$ cat src/rtl/program_loader.sv
// Instruction-memory write side fed by the debug UART.
// Packs bytes MSB-first into words, writes them from address 0 and holds the CPU while loading.
module program_loader #(
  parameter int SIZE_ADDR_PC = 32,
  parameter int SIZE_INST = 32,
  parameter int MEM_DEPTH = 256,
  parameter logic [SIZE_INST-1:0] HALT_WORD = 32'hFFFFFFFF,
  localparam int CW = $clog2(MEM_DEPTH) + 1
) (
  input  logic                    i_clk,
  input  logic                    i_reset,
  input  logic                    i_start,
  input  logic [7:0]              i_rx_data,
  input  logic                    i_rx_valid,
  output logic                    o_mem_wr_en,
  output logic [SIZE_ADDR_PC-1:0] o_mem_wr_addr,
  output logic [SIZE_INST-1:0]    o_mem_wr_data,
  output logic                    o_cpu_hold,
  output logic                    o_done,
  output logic                    o_error,
  output logic [CW-1:0]           o_word_count
);

  typedef enum logic [1:0] {
    IDLE,
    RECV,
    DONE,
    ERROR
  } state_t;

  localparam logic [CW-1:0] LAST = CW'(MEM_DEPTH - 1);

  state_t              state;
  logic [23:0]         shift;
  logic [1:0]          nbyte;
  logic [CW-1:0]       index;
  logic [SIZE_INST-1:0] word_w;

  assign word_w = SIZE_INST'({shift, i_rx_data});

  always_ff @(posedge i_clk or negedge i_reset) begin
    if (!i_reset) begin
      state         <= IDLE;
      shift         <= '0;
      nbyte         <= '0;
      index         <= '0;
      o_mem_wr_en   <= 1'b0;
      o_mem_wr_addr <= '0;
      o_mem_wr_data <= '0;
      o_cpu_hold    <= 1'b0;
      o_done        <= 1'b0;
      o_error       <= 1'b0;
      o_word_count  <= '0;
    end else begin
      o_mem_wr_en <= 1'b0;
      unique case (state)
        IDLE, DONE, ERROR: begin
          if (i_start) begin
            state        <= RECV;
            shift        <= '0;
            nbyte        <= '0;
            index        <= '0;
            o_word_count <= '0;
            o_cpu_hold   <= 1'b1;
            o_done       <= 1'b0;
            o_error      <= 1'b0;
          end
        end
        RECV: begin
          if (i_rx_valid) begin
            shift <= word_w[23:0];
            nbyte <= nbyte + 2'd1;
            // 4th byte: the write itself appears next cycle
            if (nbyte == 2'd3) begin
              o_mem_wr_en   <= 1'b1;
              o_mem_wr_addr <= SIZE_ADDR_PC'({index, 2'b00});
              o_mem_wr_data <= word_w;
              o_word_count  <= o_word_count + CW'(1);
              if (word_w == HALT_WORD) begin
                state      <= DONE;
                o_done     <= 1'b1;
                o_cpu_hold <= 1'b0;
              end else if (index == LAST) begin
                state      <= ERROR;
                o_error    <= 1'b1;
                o_cpu_hold <= 1'b0;
              end else begin
                index <= index + CW'(1);
              end
            end
          end
        end
        default: state <= IDLE;
      endcase
    end
  end

endmodule

$ cat config.mk
export PLATFORM = sky130hd
export DESIGN_NAME = program_loader
export DESIGN_NICKNAME = d
export VERILOG_FILES = /design/src/rtl/program_loader.sv
export SDC_FILE = /design/constraint.sdc
export NUM_CORES = 1
export LEC_CHECK = 0
export BUFFER_PORTS_ARGS = -buffer_cell sky130_fd_sc_hd__buf_2
export CELL_PAD_IN_SITES_DETAIL_PLACEMENT = 0
export CELL_PAD_IN_SITES_GLOBAL_PLACEMENT = 1
export CORE_MARGIN = 10
export CORE_UTILIZATION = 46
export CTS_BUF_LIST = sky130_fd_sc_hd__clkbuf_4
export DETAILED_ROUTE_END_ITERATION = 16
export PLACE_DENSITY_LB_ADDON = 0.1
export SYNTH_ARGS = -nofsm -noshare
export SYNTH_HDL_FRONTEND = slang
export SYNTH_SLANG_ARGS = --single-unit
$ cat constraint.sdc
create_clock -name i_clk -period 6.5 [get_ports i_clk]
set_clock_uncertainty 0.2 [all_clocks]
set_input_delay 0.325 -clock i_clk [delete_from_list [all_inputs] [get_ports i_clk]]
set_output_delay 0.325 -clock i_clk [all_outputs]
set_load 0.05 [all_outputs]
==> metrics.md <==
| Metric | Value |
|---|---|
| Setup TNS | `0 ps` |
| Layout area overhead | `14.50%` |
| Number of global-route vias before repair | `around 2900` |
| Cell Rows | `33` |
| Ys flop type | `dfrtp_1` |
| Worst min path class | `in2async` |
| Via count | `2827` |
| Vias/cell | `5.021` |
| Hold-fix buffers, CTS | `10` |
| Overall routing resource usage | `14.34%` |
| FFs w/ async S/R, synth | `100.0%` |
| DR iter-0 viols | `92` |
| Crit path cell chain | `and3b_1, nand2_2, inv_2, a21oi_2, nor4b_1, xnor2_1, nor2_1` |
| CTS tree | `done` |
| Buf+Inv Stages, Crit Path | `1` |
| Register area share after synthesis | `59.44%` |
| Layout cells sized above 1 | `18.78%` |
| Number of port buffers | `65` |
| Crit share post-route | `62.17%` |
| Most frequent cells in the layout | `nand2_1 (132), dfrtp_1 (91), buf_2 (64), a22o_1 (26), conb_1 (23)` |
| Slew HR | `approximately a third` |
| First-pass GRT wire length | `14990 um` |
| Wire length per cell | `15.65 um` |
| Root buf cell | `clkbuf_4` |
| Post-CTS setup buffers | `0` |
| Commonest non-fill, non-tap cell in the layout | `nand2_1` |
| Clk slew on worst S/H paths | `~140 ps` |
| Detailed placement HPWL | `between 6000 and 7000 um` |
| Clk buf depth | `2` |
| Io pins | `89` |
| Grt total ovfl | `0` |
| Final hold viol count | `0` |
| Routed Antenna Nets | `0` |
| Critical Path Max Stage Delay | `just under 900 ps` |
| DRC violations left | `0` |
| Routability cong. | `0.7438` |
| Fin. max-slew vios | `0` |
| Worst setup EP type | `register` |
| Worst Max-Slew Pin Slew | `1020 ps` |
| Top cell type's share of synthesized area | `59.44%` |
| Post-Synthesis Cells | `around 380` |
| Sequential cell area | `2277 um2` |
| Initial antenna violation count | `0` |
| Core Region | `8175 um2` |
| Latest clock arrival within the worst-skew pair | `420 ps` |
| LEAKAGE | `around 2.3 nW` |
| # setup viols final | `0` |
| DP Worst Slack | `2381 ps` |
| Critical path peak fanout | `51` |
| CP required | `approximately 6600 ps` |
| Largest net degree at the start of global routing | `64` |
| Post-layout nets | `469` |
| Number of diodes | `0` |
| Ranking of synthesized cells by area | `dfrtp_1 (59%), nand2_1 (13%), a22o_1 (5.9%), buf_4 (4.7%), nand4_1 (1.8%)` |
| Max Clk Rate | `247.5 MHz` |
| Die Ht | `about 110 um` |
| Synthesized area | `3831 um2` |
| Synth Warn # | `0` |
| Pwr Density | `between 400 and 500 nW/um2` |
| Fill count | `782` |
| H-Tree Depth | `3` |
| Cts repair resizes | `0` |
| Status | `finished clean` |
| Multi-input gate area | `1373 um2` |
| Largest area contributor in the netlist | `dfrtp_1` |
| Min cycle time layout | `4041 ps` |
| RSZ-0062 raised after global routing | `no` |
| Die area | `12380 um2` |
| Crit path kind | `reg2reg` |
| Worst vdd ir | `approximately 0.22 mV` |
| Yosys cell types | `38` |
| Delay-heaviest family, CP | `simple AND/OR/NAND/NOR gates` |
| Final WS setup | `about 2500 ps` |
| Die W | `111.3 um` |
| CTS Buf Count | `9` |
| Crit path arrival time | `4140 ps` |
| Crit path launch type | `register` |
| Initial cell density of the core | `46.86%` |
| Number of max-cap violations | `0` |
| DR pass1 iterations | `4` |
| EDFF count, synth | `0` |
| Synth Area per Inst | `10.03 um2` |
| FF+latch count, synth | `91` |
| CP max stage cell | `and3b_1` |
| Final wirelength | `~8800 um` |
| TritonCTS sink count | `around 90` |
[sequential cells by signal (all words and copies together) (netlist names)]
register,cells
o_done,1
o_cpu_hold,1
o_mem_wr_en,1
o_mem_wr_data,32
o_mem_wr_addr,9
o_word_count,9
nbyte,2
shift,24
state,2
o_error,1
index,9
[cells in the mapped netlist (3+ instances only)]
library cell	instances
buf_4	24
a22o_1	26
xnor2_1	5
nand2_1	132
clkbuf_1	14
nor2_1	15
nand4_1	11
dfrtp_1	91
nor4_1	5
a21oi_1	3
nand3_1	8
ha_1	4
inv_1	6
o21ai_0	7
[final cells by class]
type	instances	share of cell area [%]
Multi-Input combinational cell	267	31.29
Clock buffer	11	1.882
Tap cell	105	2.995
Inverter	7	0.5990
Timing Repair Buffer	77	10.10
Sequential cell	91	51.91
Clock inverter	5	1.226
[worst paths after layout]
| path | slack, ps | startpoint | cells past startpoint | end |
|---|---|---|---|---|
| setup / recovery | 2460 | state[1] | 7 | o_word_count[6] |
| hold / removal | 160 | i_reset | 2 | o_mem_wr_data[21] |
| setup reg to reg | 2460 | state[1] | 7 | o_word_count[6] |
| hold reg to reg | 280 | o_mem_wr_data[30] | 2 | o_mem_wr_data[30] |
| max in group asynchronous | 4830 | i_reset | 3 | index[0] |
| min in group i_clk | 280 | o_mem_wr_data[30] | 2 | o_mem_wr_data[30] |
[through the flow]
step / instances / instance area, um2 / hold slack [ps] / util (%) / power [mW]
after detailed placement: 537 / 4150 / 77.05 / 50.77 / 1.636
final: 563 / 4387 / 157.2 / 53.66 / 1.927
after global placement: 537 / 4150 / 72.66 / 50.77 / 1.627
after global routing: 563 / 4387 / 165.6 / 53.66 / 2.037
after CTS: 563 / 4387 / 152.9 / 53.66 / 1.953
after floorplan: 404 / 3914 / -170.6 / - / 1.439
[per-layer routing]
metal  track usage (%)  vias to the layer above  routed length, um  share of wire, %
li1                  -                     1384                  -                 -
met1             18.16                     1383               3978                45
met2             23.21                       50               4334                49
met3             3.734                       10                399               4.5
met4             4.713                        0                 98               1.1
met5                 0                        -                  0                 0
[logic make-up (layout without fill, tap and decap cells)]
group	after synthesis	in the layout	synth area share [%]
simple gates	182	182	20.09
flops	91	91	59.44
compound gates	48	48	9.765
buf+inv	46	100	6.891
xor+xnor	7	7	1.600
fa+ha+maj	4	4	1.306
mux	3	3	0.8165
other cells	1	23	0.09788
[power by group]
part	leakage, nW	switching, mW	internal [mW]
combinational	1.10	0.630	0.168
sequential	1.16	0.104	0.713
clock	0.0705	0.187	0.124
Power figures use the tool's default switching activity.
